===== src/rtl/stopwatch_pkg.sv =====
// Shared types and constants for the stopwatch timekeeping core.
package stopwatch_pkg;

  typedef enum logic {
    MODE_NORMAL = 1'b0,
    MODE_ADJUST = 1'b1
  } mode_t;

  localparam logic [3:0] BCD_MAX_UNIT = 4'd9;

  typedef struct packed {
    logic [3:0] tens;
    logic [3:0] units;
  } bcd2_t;

  function automatic bcd2_t to_bcd2(input int unsigned v);
    bcd2_t r;
    r.tens  = 4'(v / 10);
    r.units = 4'(v % 10);
    return r;
  endfunction

endpackage


===== src/rtl/stopwatch_counter_if.sv =====
// Control inputs and BCD outputs of the stopwatch core, shared with the display controller.
interface stopwatch_counter_if;
  logic       tick_1hz;
  logic       tick_2hz;
  logic       pause_pulse;
  logic       clear_pulse;
  logic       sel;
  logic       adjust;
  logic [3:0] minutes_tens;
  logic [3:0] minutes_units;
  logic [3:0] seconds_tens;
  logic [3:0] seconds_units;
  logic       running;

  modport master (
    output tick_1hz, tick_2hz, pause_pulse, clear_pulse, sel, adjust,
    input  minutes_tens, minutes_units, seconds_tens, seconds_units, running
  );

  modport slave (
    input  tick_1hz, tick_2hz, pause_pulse, clear_pulse, sel, adjust,
    output minutes_tens, minutes_units, seconds_tens, seconds_units, running
  );
endinterface


===== src/rtl/stopwatch_counter_bcd_field_counter.sv =====
// Two-digit BCD counter 00..MAX with synchronous clear priority and a wrap flag.
module bcd_field_counter
  import stopwatch_pkg::*;
#(
  parameter int unsigned MAX = 59
) (
  input  logic  clk,
  input  logic  reset_n,
  input  logic  clear,
  input  logic  inc,
  output bcd2_t value,
  output logic  wrap
);

  localparam bcd2_t MAX_BCD = to_bcd2(MAX);

  logic  at_max;
  bcd2_t value_next;

  assign at_max = (value == MAX_BCD);
  assign wrap   = inc & at_max;

  always_comb begin
    value_next = value;
    if (clear) begin
      value_next = '0;
    end else if (inc) begin
      if (at_max) begin
        value_next = '0;
      end else if (value.units == BCD_MAX_UNIT) begin
        value_next.units = '0;
        value_next.tens  = value.tens + 4'd1;
      end else begin
        value_next.units = value.units + 4'd1;
      end
    end
  end

  always_ff @(posedge clk or negedge reset_n) begin
    if (!reset_n) value <= '0;
    else          value <= value_next;
  end

  digits_legal: assert property (@(posedge clk) disable iff (!reset_n)
    (value.units <= BCD_MAX_UNIT) && (value.tens <= MAX_BCD.tens));

endmodule


===== src/rtl/stopwatch_counter.sv =====
// MM:SS stopwatch core: 1 Hz counting in NORMAL mode, per-field 2 Hz adjust in ADJUST mode.
module stopwatch_counter
  import stopwatch_pkg::*;
#(
  parameter int unsigned MIN_MAX       = 59,
  parameter int unsigned SEC_MAX       = 59,
  parameter bit          START_RUNNING = 1'b0
) (
  input  logic                clk,
  input  logic                reset_n,
  stopwatch_counter_if.slave  bus
);

  mode_t mode, mode_next;
  logic  run_flag;
  logic  sec_inc, min_inc;
  logic  sec_wrap, min_wrap;
  bcd2_t sec_val, min_val;

  always_ff @(posedge clk or negedge reset_n) begin
    if (!reset_n) mode <= MODE_NORMAL;
    else          mode <= mode_next;
  end

  always_ff @(posedge clk or negedge reset_n) begin
    if (!reset_n)             run_flag <= START_RUNNING;
    else if (bus.pause_pulse) run_flag <= ~run_flag;
  end

  // Seconds carry feeds minutes only while counting; adjust never carries across fields.
  always_comb begin
    mode_next = mode;
    sec_inc   = 1'b0;
    min_inc   = 1'b0;
    case (mode)
      MODE_NORMAL: begin
        if (bus.adjust) mode_next = MODE_ADJUST;
        sec_inc = run_flag & bus.tick_1hz;
        min_inc = sec_wrap;
      end
      MODE_ADJUST: begin
        if (!bus.adjust) mode_next = MODE_NORMAL;
        sec_inc = bus.tick_2hz & bus.sel;
        min_inc = bus.tick_2hz & ~bus.sel;
      end
      default: mode_next = MODE_NORMAL;
    endcase
  end

  bcd_field_counter #(.MAX(SEC_MAX)) u_seconds (
    .clk     (clk),
    .reset_n (reset_n),
    .clear   (bus.clear_pulse),
    .inc     (sec_inc),
    .value   (sec_val),
    .wrap    (sec_wrap)
  );

  bcd_field_counter #(.MAX(MIN_MAX)) u_minutes (
    .clk     (clk),
    .reset_n (reset_n),
    .clear   (bus.clear_pulse),
    .inc     (min_inc),
    .value   (min_val),
    .wrap    (min_wrap)
  );

  assign bus.seconds_tens  = sec_val.tens;
  assign bus.seconds_units = sec_val.units;
  assign bus.minutes_tens  = min_val.tens;
  assign bus.minutes_units = min_val.units;
  assign bus.running       = run_flag & (mode == MODE_NORMAL);

  minutes_wrap_needs_carry: assert property (@(posedge clk) disable iff (!reset_n)
    (min_wrap && (mode == MODE_NORMAL)) |-> sec_wrap);

endmodule

===== src/flat_wrapper.sv =====
// flat-port wrapper written by rule: the top's interface ports become plain ports
module stopwatch_counter_flat import stopwatch_pkg::*;
#(
  parameter int unsigned MIN_MAX       = 59,
  parameter int unsigned SEC_MAX       = 59,
  parameter bit          START_RUNNING = 1'b0
)
  (clk, reset_n, bus_tick_1hz, bus_tick_2hz, bus_pause_pulse, bus_clear_pulse, bus_sel, bus_adjust, bus_minutes_tens, bus_minutes_units, bus_seconds_tens, bus_seconds_units, bus_running);
  stopwatch_counter_if bus_i ();
  input  logic clk;
  input  logic reset_n;
  input wire logic [$bits(bus_i.tick_1hz)-1:0] bus_tick_1hz;
  input wire logic [$bits(bus_i.tick_2hz)-1:0] bus_tick_2hz;
  input wire logic [$bits(bus_i.pause_pulse)-1:0] bus_pause_pulse;
  input wire logic [$bits(bus_i.clear_pulse)-1:0] bus_clear_pulse;
  input wire logic [$bits(bus_i.sel)-1:0] bus_sel;
  input wire logic [$bits(bus_i.adjust)-1:0] bus_adjust;
  output wire logic [$bits(bus_i.minutes_tens)-1:0] bus_minutes_tens;
  output wire logic [$bits(bus_i.minutes_units)-1:0] bus_minutes_units;
  output wire logic [$bits(bus_i.seconds_tens)-1:0] bus_seconds_tens;
  output wire logic [$bits(bus_i.seconds_units)-1:0] bus_seconds_units;
  output wire logic [$bits(bus_i.running)-1:0] bus_running;
  assign bus_i.tick_1hz = bus_tick_1hz;
  assign bus_i.tick_2hz = bus_tick_2hz;
  assign bus_i.pause_pulse = bus_pause_pulse;
  assign bus_i.clear_pulse = bus_clear_pulse;
  assign bus_i.sel = bus_sel;
  assign bus_i.adjust = bus_adjust;
  assign bus_minutes_tens = bus_i.minutes_tens;
  assign bus_minutes_units = bus_i.minutes_units;
  assign bus_seconds_tens = bus_i.seconds_tens;
  assign bus_seconds_units = bus_i.seconds_units;
  assign bus_running = bus_i.running;
  stopwatch_counter #(.MIN_MAX(MIN_MAX), .SEC_MAX(SEC_MAX), .START_RUNNING(START_RUNNING)) u_core (.clk(clk), .reset_n(reset_n), .bus(bus_i));
endmodule

===== config.mk =====
export PLATFORM = sky130hd
export DESIGN_NAME = stopwatch_counter_flat
export DESIGN_NICKNAME = d
export VERILOG_FILES = /design/src/rtl/stopwatch_pkg.sv /design/src/rtl/stopwatch_counter_if.sv /design/src/rtl/stopwatch_counter_bcd_field_counter.sv /design/src/rtl/stopwatch_counter.sv /design/src/flat_wrapper.sv
export SDC_FILE = /design/constraint.sdc
export NUM_CORES = 1
export LEC_CHECK = 0
export BUFFER_PORTS_ARGS = -buffer_cell sky130_fd_sc_hd__clkbuf_2
export CORE_ASPECT_RATIO = 0.9
export CORE_MARGIN = 8
export CORE_UTILIZATION = 56
export CTS_CLUSTER_DIAMETER = 150
export CTS_CLUSTER_SIZE = 30
export DETAILED_ROUTE_END_ITERATION = 16
export PLACE_DENSITY = 0.9
export SLEW_MARGIN = 20
export SYNTH_ARGS = -nofsm -noshare
export SYNTH_HDL_FRONTEND = slang
export SYNTH_SLANG_ARGS = --single-unit

===== constraint.sdc =====
create_clock -name clk -period 3.7 [get_ports clk]
set_input_delay 0.74 -clock clk [delete_from_list [all_inputs] [get_ports clk]]
set_output_delay 0.74 -clock clk [all_outputs]
set_load 0.005 [all_outputs]

* After elaboration in Yosys (flattened, before gate mapping)
Cells that the tools add are included.
** Storage, ports and cells
- Register bits after elaboration :: 18
- Input port bits :: 8
- Output and inout port bits :: 17
** Cells by class
- Eq/ne operators :: 4
- Bitwise gates (word level) :: 8
- Add/subtract/negate cells :: 4
- Reduce and logical (&&, ||, !) cells :: 6
- Muxes and demuxes :: 13
** Operators with widths (count)
- $mux 8 :: 6
- $add 4x1->4 const B :: 4
- $eq 8x7->1 const B :: 2
- $mux 4 :: 4
- $eq 4x4->1 const B :: 2
- $reduce_bool 3->1 :: 2
- $and 1x1->1 :: 5
- $pmux 1 s2 :: 2
- $reduce_and 2->1 :: 2
- $reduce_bool 2->1 :: 2
- $not 1->1 :: 3
- $mux 1 :: 1

* Logic depth before layout (Yosys ltp)
Gate-level depths: netlist of run 1.
- Depth after elaboration :: 6
- Gate-level depth with buffers :: 7
- Depth with buffers taken out :: 6

* Hierarchy
Synthesis of run 1 repeated with hierarchy kept, for this count alone.
** Unflattened totals
- Cells, all modules :: 110
- Area, all modules :: 1074.8 µm²
** Modules (own cells, without submodules)
- bcd_field_counter :: cells each 51, sequential area each 200.2 µm², times used 2, area each 490.5 µm²
- stopwatch_counter :: cells each 8, sequential area each 50.0 µm², times used 1, area each 93.8 µm²

* Worst setup path after synthesis of run 1
No wires, ideal clock.
- Kind :: input -> register
- From :: input port bus_tick_1hz
- To :: register u_core.u_minutes.value[5] (netlist name)
- Arrival time :: 1692 ps
- Library setup time :: 125 ps
- Slack :: 1883 ps
- Data required time :: 3575 ps
- Stages :: 4
- Path through :: and3b_1 -> a31o_2 -> a21oi_2 -> mux2_2
** Between the ends
- Word-level cells in the longest chain between the ends :: 6
** RTL lines
- from (decl) :: line flat_wrapper.sv:12 : input wire logic [$bits(bus_i.tick_1hz)-1:0] bus_tick_1hz;
- $and 1x1->1 :: line stopwatch_counter.sv:38 : sec_inc = run_flag & bus.tick_1hz;
- $pmux 1 s2 :: line stopwatch_counter.sv:35 : case (mode)
- $and 1x1->1 :: line stopwatch_counter_bcd_field_counter.sv:21 : assign wrap = inc & at_max;
- $pmux 1 s2 :: line stopwatch_counter.sv:35
- $reduce_bool 2->1 (no source line)
- $reduce_and 2->1 (no source line)
- to (signal assigned) :: line stopwatch_counter_bcd_field_counter.sv:41 : else value <= value_next;
- to (decl) :: line stopwatch_counter_bcd_field_counter.sv:11 : output bcd2_t value,
Every way passes these cells.
A chain may end at the register's enable or synchronous reset.

* Worst setup path after layout of run 1
- From :: input port bus_tick_1hz
- To :: register u_core.u_seconds.value[3] (netlist name)
** Between the ends
- Word-level cells in the longest chain between the ends :: 3
** RTL lines (line)
- $and 1x1->1 :: stopwatch_counter.sv:38
- $pmux 1 s2 :: stopwatch_counter.sv:35
- $reduce_bool 2->1 (no source line)
- to (signal assigned) :: stopwatch_counter_bcd_field_counter.sv:41
- to (decl) :: stopwatch_counter_bcd_field_counter.sv:11
Every way passes these cells.

==> results of run 1 <==
-- stage by stage --
| step | util, % | std cells | setup slack (ps) |
|---|---|---|---|
| CTS | 65.5 | 153 | 1780 |
| global placement | 64.2 | 150 | 1540 |
| detailed placement | 64.2 | 150 | 1470 |
| global route | 65.5 | 153 | 1650 |
| floorplan | - | 106 | 1880 |
| finish | 65.5 | 153 | 1770 |
-- worst max path at each step --
stage | from | endpoint | slack, ps | cells after the start
global placement | bus_tick_1hz | u_core.u_seconds.value[3] | 1540 | 5
detailed placement | bus_tick_1hz | u_core.u_seconds.value[3] | 1470 | 5
finish | bus_tick_1hz | u_core.u_seconds.value[3] | 1770 | 5
floorplan | bus_tick_1hz | u_core.u_minutes.value[5] | 1880 | 4
CTS | bus_tick_1hz | u_core.u_seconds.value[3] | 1780 | 5
global route | bus_tick_1hz | u_core.u_seconds.value[3] | 1650 | 5
-- routing by layer --
layer / vias to the layer above / routed length, um
li1: 439 / -
met1: 427 / 998
met2: 32 / 1080
met3: 9 / 151
met4: 0 / 57
met5: - / 0
-- sequential cells by signal, summed over array words and instances, names as in the netlist --
| signal | count |
|---|---|
| u_core.u_minutes.value | 8 |
| u_core.u_seconds.value | 8 |
| u_core.mode | 1 |
| u_core.run_flag | 1 |
-- synthesized netlist by cell type, drive strengths merged, types with 2 or more instances --
cell type and instances:
nand2b 3, clkbuf 3, ha 8, o31ai 4
or4 2, a31o 2, nand3 4, and3b 5
buf 2, mux2 2, dfrtp 18, a21oi 6
nor3 2, o21ai 9, nor2 2, inv 7
nor2b 3, a31oi 2, or3 4, nand2 5
-- final cells by class --
type	count	area [um2]	share of cell area, %
Inverter	7	26.3	2.16
Tap cell	25	31.3	2.57
Clock buffer	3	22.5	1.85
Multi-Input combinational cell	76	566	46.5
Timing Repair Buffer	24	120	9.88
Sequential cell	18	450	37.0
-- worst max-delay path, stage by stage --
cell	delay (ps)
clkbuf_2	80
and3b_1	220
a311oi_2	690
o21ai_0	190
a22o_1	200
-- power by group through the flow --
| stage | sequential (mW) | clock (mW) | combinational, mW |
|---|---|---|---|
| 2_1_floorplan | 0.263 | 0 | 0.0726 |
| 3_3_place_gp | 0.266 | 0 | 0.119 |
| 3_5_place_dp | 0.268 | 0 | 0.127 |
| 4_1_cts | 0.264 | 0.0958 | 0.128 |
| 5_1_grt | 0.271 | 0.105 | 0.148 |
| 6_report | 0.264 | 0.0952 | 0.126 |
-- cells by family (layout without fill, tap and decap cells) --
group / Yosys count / after routing
and+or+nand+nor: 34 / 34
AOI/OAI and AO/OA: 31 / 31
DFF: 18 / 18
buffers and inverters: 12 / 34
adders and majority gates: 8 / 8
muxes: 2 / 2
xor gates and xnor gates: 1 / 1
==> qor.yml, run 1 <==
outcome: "finished, final reports clean"
end_kind: "flip-flop"
start_util_pct: 57.4
seqPwrFrac_pct: 54.4
ant_nets: 0
synth_top_area_share_pct: 42.2
routed_wl_um: 2280
die_area_um2: 3560
cts_resized: 0
grt_pass1_wl_um: 3940
cts_sinks: 18
num_vias: 907
finalPower_mw: 0.486
yosysWarnings: 0
fmax_ghz: 0.517
slew-limit-headroom_pct: 49.1
worst-path-max-fanout: 13
tightest_slew_ps: 764
diodes: 0
yosysUniqueCellTypes: 40
p_per_area_nw_per_um2: 400
avgViaCountPerCell: 5.93
synth_top_flop_cell: "dfrtp_1"
cap_viol_max_count: 0
globalRouteMet1Util_pct: 17.9
grt_pass1_vias: 859
final_common_cell: "clkbuf_2"
grtUsageTotal_pct: 14.4
grt_max_degree: 19
synth_compound_area_share_pct: 20.4
yosys.area.top_type: "dfrtp_1"
p_clk_share_pct: 19.6
ir_worst_vdd_v: 0.000240
yosys.area_share.adder_pct: 9.38
ys_seq_area_share_pct: 42.2
core_area_um2: 1860
rsz0062_at_grt: "false"
clockBufferDepth: 2
synth_edf_count: 0
synth-seq-cells: 18
p_sw_share_pct: 32.8
grt_busiest_layer: "met2"
r2r_setup_slack_ps: 1810
route.detailed.drc: 0
muxShareOfSynthArea_pct: 2.11
num_rows: 15
final_area_um2: 1220
first_pass_iters: 4
p_int_mw: 0.327
syn_area_um2: 1070
async_flop_share_pct: 100
fp.dieW_um: 62.0
port_buffers: 24
met2_usage_pct: 22.9
power.leakage_nw: 0.569
htree_levels: 1
final.setup_skew_ps: 1.06
grt_overflow: 0
cts_buffers: 3
combPwrFrac_pct: 26.0
syn-num-nets: 122
synthXorXnorAreaFrac_pct: 0.821
postCtsSetupBuffers: 0
io_pins: 25
start_kind: "input pin"
critPathRequiredTime_ps: 3890
r2r-end: "u_core.u_minutes.value[5]"
n_fill_cell: 140
hpwlAfterDp_um: 1720
setup_tns_ps: 0
dpl_cell_area_um2: 1190
yosys.area_share.simple_pct: 20.3
arrival_ps: 2120
hold_viol_final: 0
whs_ps: 377
power.switching_mw: 0.160
avgSynthCellArea_um2: 10.1
final_nets: 146
synth_top_family_by_area: "compound AO/OA/AOI/OAI gates"
synthTopCellsByArea: "dfrtp_1 42%, ha_1 9.4%, and3b_1 4.1%"
drive_gt1_share_pct: 28.9
gp_congestion: 0.801
maxSlewViolCount: 0
fp.dieH_um: 57.4
met3_usage_pct: 3.36
cts_root_buf: "clkbuf_4"
worstHoldPathType: "in -> async"
path_class: "in -> reg"
fin_crit_sh_pct: 52.3
grt_antenna_before_repair: 0
mostFrequentLayoutCells: "24 x clkbuf_2, 18 x dfrtp_1, 8 x ha_1"
syn_inst: 106
fin_crit_ps: 1930
cts_tree: "yes"
cts_hold_buf: 0
synthToLayoutAreaGrowth_pct: 14.0
rr_worst_depth: 5
clk_latency_ps: 290
setup_viol: 0
wl_per_cell_um: 14.9
drt_first_iter_violations: 23
clk_pin_slew_ps: 100
r2r_start: "u_core.u_seconds.value[0]"
No activity file was read; power rests on OpenSTA's default activity.
==> run 2: changes to the inputs <==
CORE_UTILIZATION = 52   (was 56)
PLACE_DENSITY = 0.85   (was 0.9)
clock period = 1.9 ns   (was 3.7 ns; I/O delays follow)
==> run 2 against run 1 <==
Global-route usage fell by 1.7 points. Via count shrank 0.22%. Wire length up 5.2%. Critical path depth is 1 higher. Non-clock buffer count rose by 3. Sequential cell count is the same. Setup slack lost 1700 ps. Combinational power rose by 120%. Register-to-register slack lost 1800 ps.
==> qor.yml, run 2 (same netlist as run 1, synthesis figures left out) <==
port_buffers: 24
setup_slack_ps: 51.4
diodes: 0
hold_viol_final: 0
io_pins: 25
end_kind: "flip-flop"
setup_tns_ps: 0
start_kind: "flip-flop"
core_area_um2: 1930
drive_gt1_share_pct: 31.3
fp.dieW_um: 63.8
power.leakage_nw: 0.585
reg_top3: "u_core.u_minutes.value: 8 flops, u_core.u_seconds.value: 8 flops"
final.setup_skew_ps: 4.04
gp_congestion: 0.815
fin_crit_sh_pct: 97.3
worstHoldPathType: "in -> async"
die_area_um2: 3760
outcome: "finished, final reports clean"
hpwlAfterDp_um: 1770
worst-path-max-fanout: 6
grt_pass1_wl_um: 3910
maxSlewViolCount: 0
path_class: "reg -> reg"
num_vias: 905
first_pass_iters: 4
cts_buffers: 3
critPathMaxStageDelay_ps: 410
final_common_cell: "clkbuf_2"
cts_root_buf: "clkbuf_4"
mostFrequentLayoutCells: "24 x clkbuf_2, 18 x dfrtp_1, 8 x ha_1"
grt_overflow: 0
fin_crit_ps: 1850
r2r_setup_slack_ps: 50
clockBufferDepth: 2
final_nets: 149
routed_wl_um: 2400
ant_nets: 0
route.detailed.drc: 0
tightest_slew_ps: 445
avgViaCountPerCell: 5.80
cts_tree: "yes"
pre_cts_slack_ps: 44.0
wl_per_cell_um: 15.4
clk_latency_ps: 290
fp.dieH_um: 59.0
p_per_area_nw_per_um2: 776
grt_pass1_vias: 918
synthToLayoutAreaGrowth_pct: 16.9
setup_viol: 0
start_util_pct: 55.2
path_delay_family: "compound AO/OA/AOI/OAI gates"
cp_slowest_cell: "dfrtp_1"
grt_max_degree: 19
fmax_ghz: 0.541
cap_viol_max_count: 0
n_fill_cell: 158
num_rows: 15
cp_cell_sequence: "inv_1 -> ha_1 -> and3b_2 -> a31o_2 -> a21oi_4 -> mux2_2"
slew-limit-headroom_pct: 70.2
cts_sinks: 18
ir_worst_vdd_v: 0.000548
grt_antenna_before_repair: 0
critPathRequiredTime_ps: 2090
arrival_ps: 2040
htree_levels: 1
clk_pin_slew_ps: 90
drt_first_iter_violations: 35
cp_num_buf_inv: 1
grtUsageTotal_pct: 12.6
cts_hold_buf: 0
==> run 2: changes by cell type in the layout (fill, tap and decap cells not counted), sizes merged <==
cell and delta:
buf +3
==> run 2: timing repair <==
item	in CTS	in global routing
gates resized for setup	0	2
endpoints found under the setup margin	0	4
setup buffers	0	1
==> run 2: per-layer routing <==
layer  vias to the layer above  wire (um)  track usage (%)
li1                        441          -                -
met5                         -          0                0
met2                        32       1150             21.7
met1                       430       1040             13.9
met4                         0         15             4.13
met3                         2        192             5.29
==> run 2: final timing paths <==
kind,startpoint,endpoint,cells past startpoint
max in group asynchronous,reset_n,u_core.u_minutes.value[2],1
hold / removal,reset_n,u_core.u_seconds.value[0],1
setup reg to reg,u_core.u_seconds.value[1],u_core.u_minutes.value[5],6
hold reg to reg,u_core.run_flag,u_core.run_flag,1
setup / recovery,u_core.u_seconds.value[1],u_core.u_minutes.value[5],6
min in group clk,bus_adjust,u_core.mode,1
==> run 2: per-stage QoR <==
step	util, %	std cells	area, um2	power, mW	hold slack, ps
2_1_floorplan	-	106	1070	0.654	84.4
3_3_place_gp	62.5	152	1210	0.762	339
3_5_place_dp	62.5	152	1210	0.779	337
4_1_cts	63.7	155	1230	0.960	11.6
5_1_grt	64.5	156	1250	1.03	40.6
6_report	64.5	156	1250	0.969	5.34
==> run 2: power breakdown <==
group	switching (mW)	internal, mW	total, mW
registers	0.0703	0.441	0.512
clock network	0.110	0.0739	0.184
logic	0.135	0.138	0.273
==> run 2: area by class of cell <==
type | count | area, um2 | area share (%)
Tap cell | 25 | 31.3 | 2.51
Multi-Input combinational cell | 76 | 574 | 46.0
Timing Repair Buffer | 27 | 143 | 11.4
Clock buffer | 3 | 22.5 | 1.81
Inverter | 7 | 26.3 | 2.11
Sequential cell | 18 | 450 | 36.1
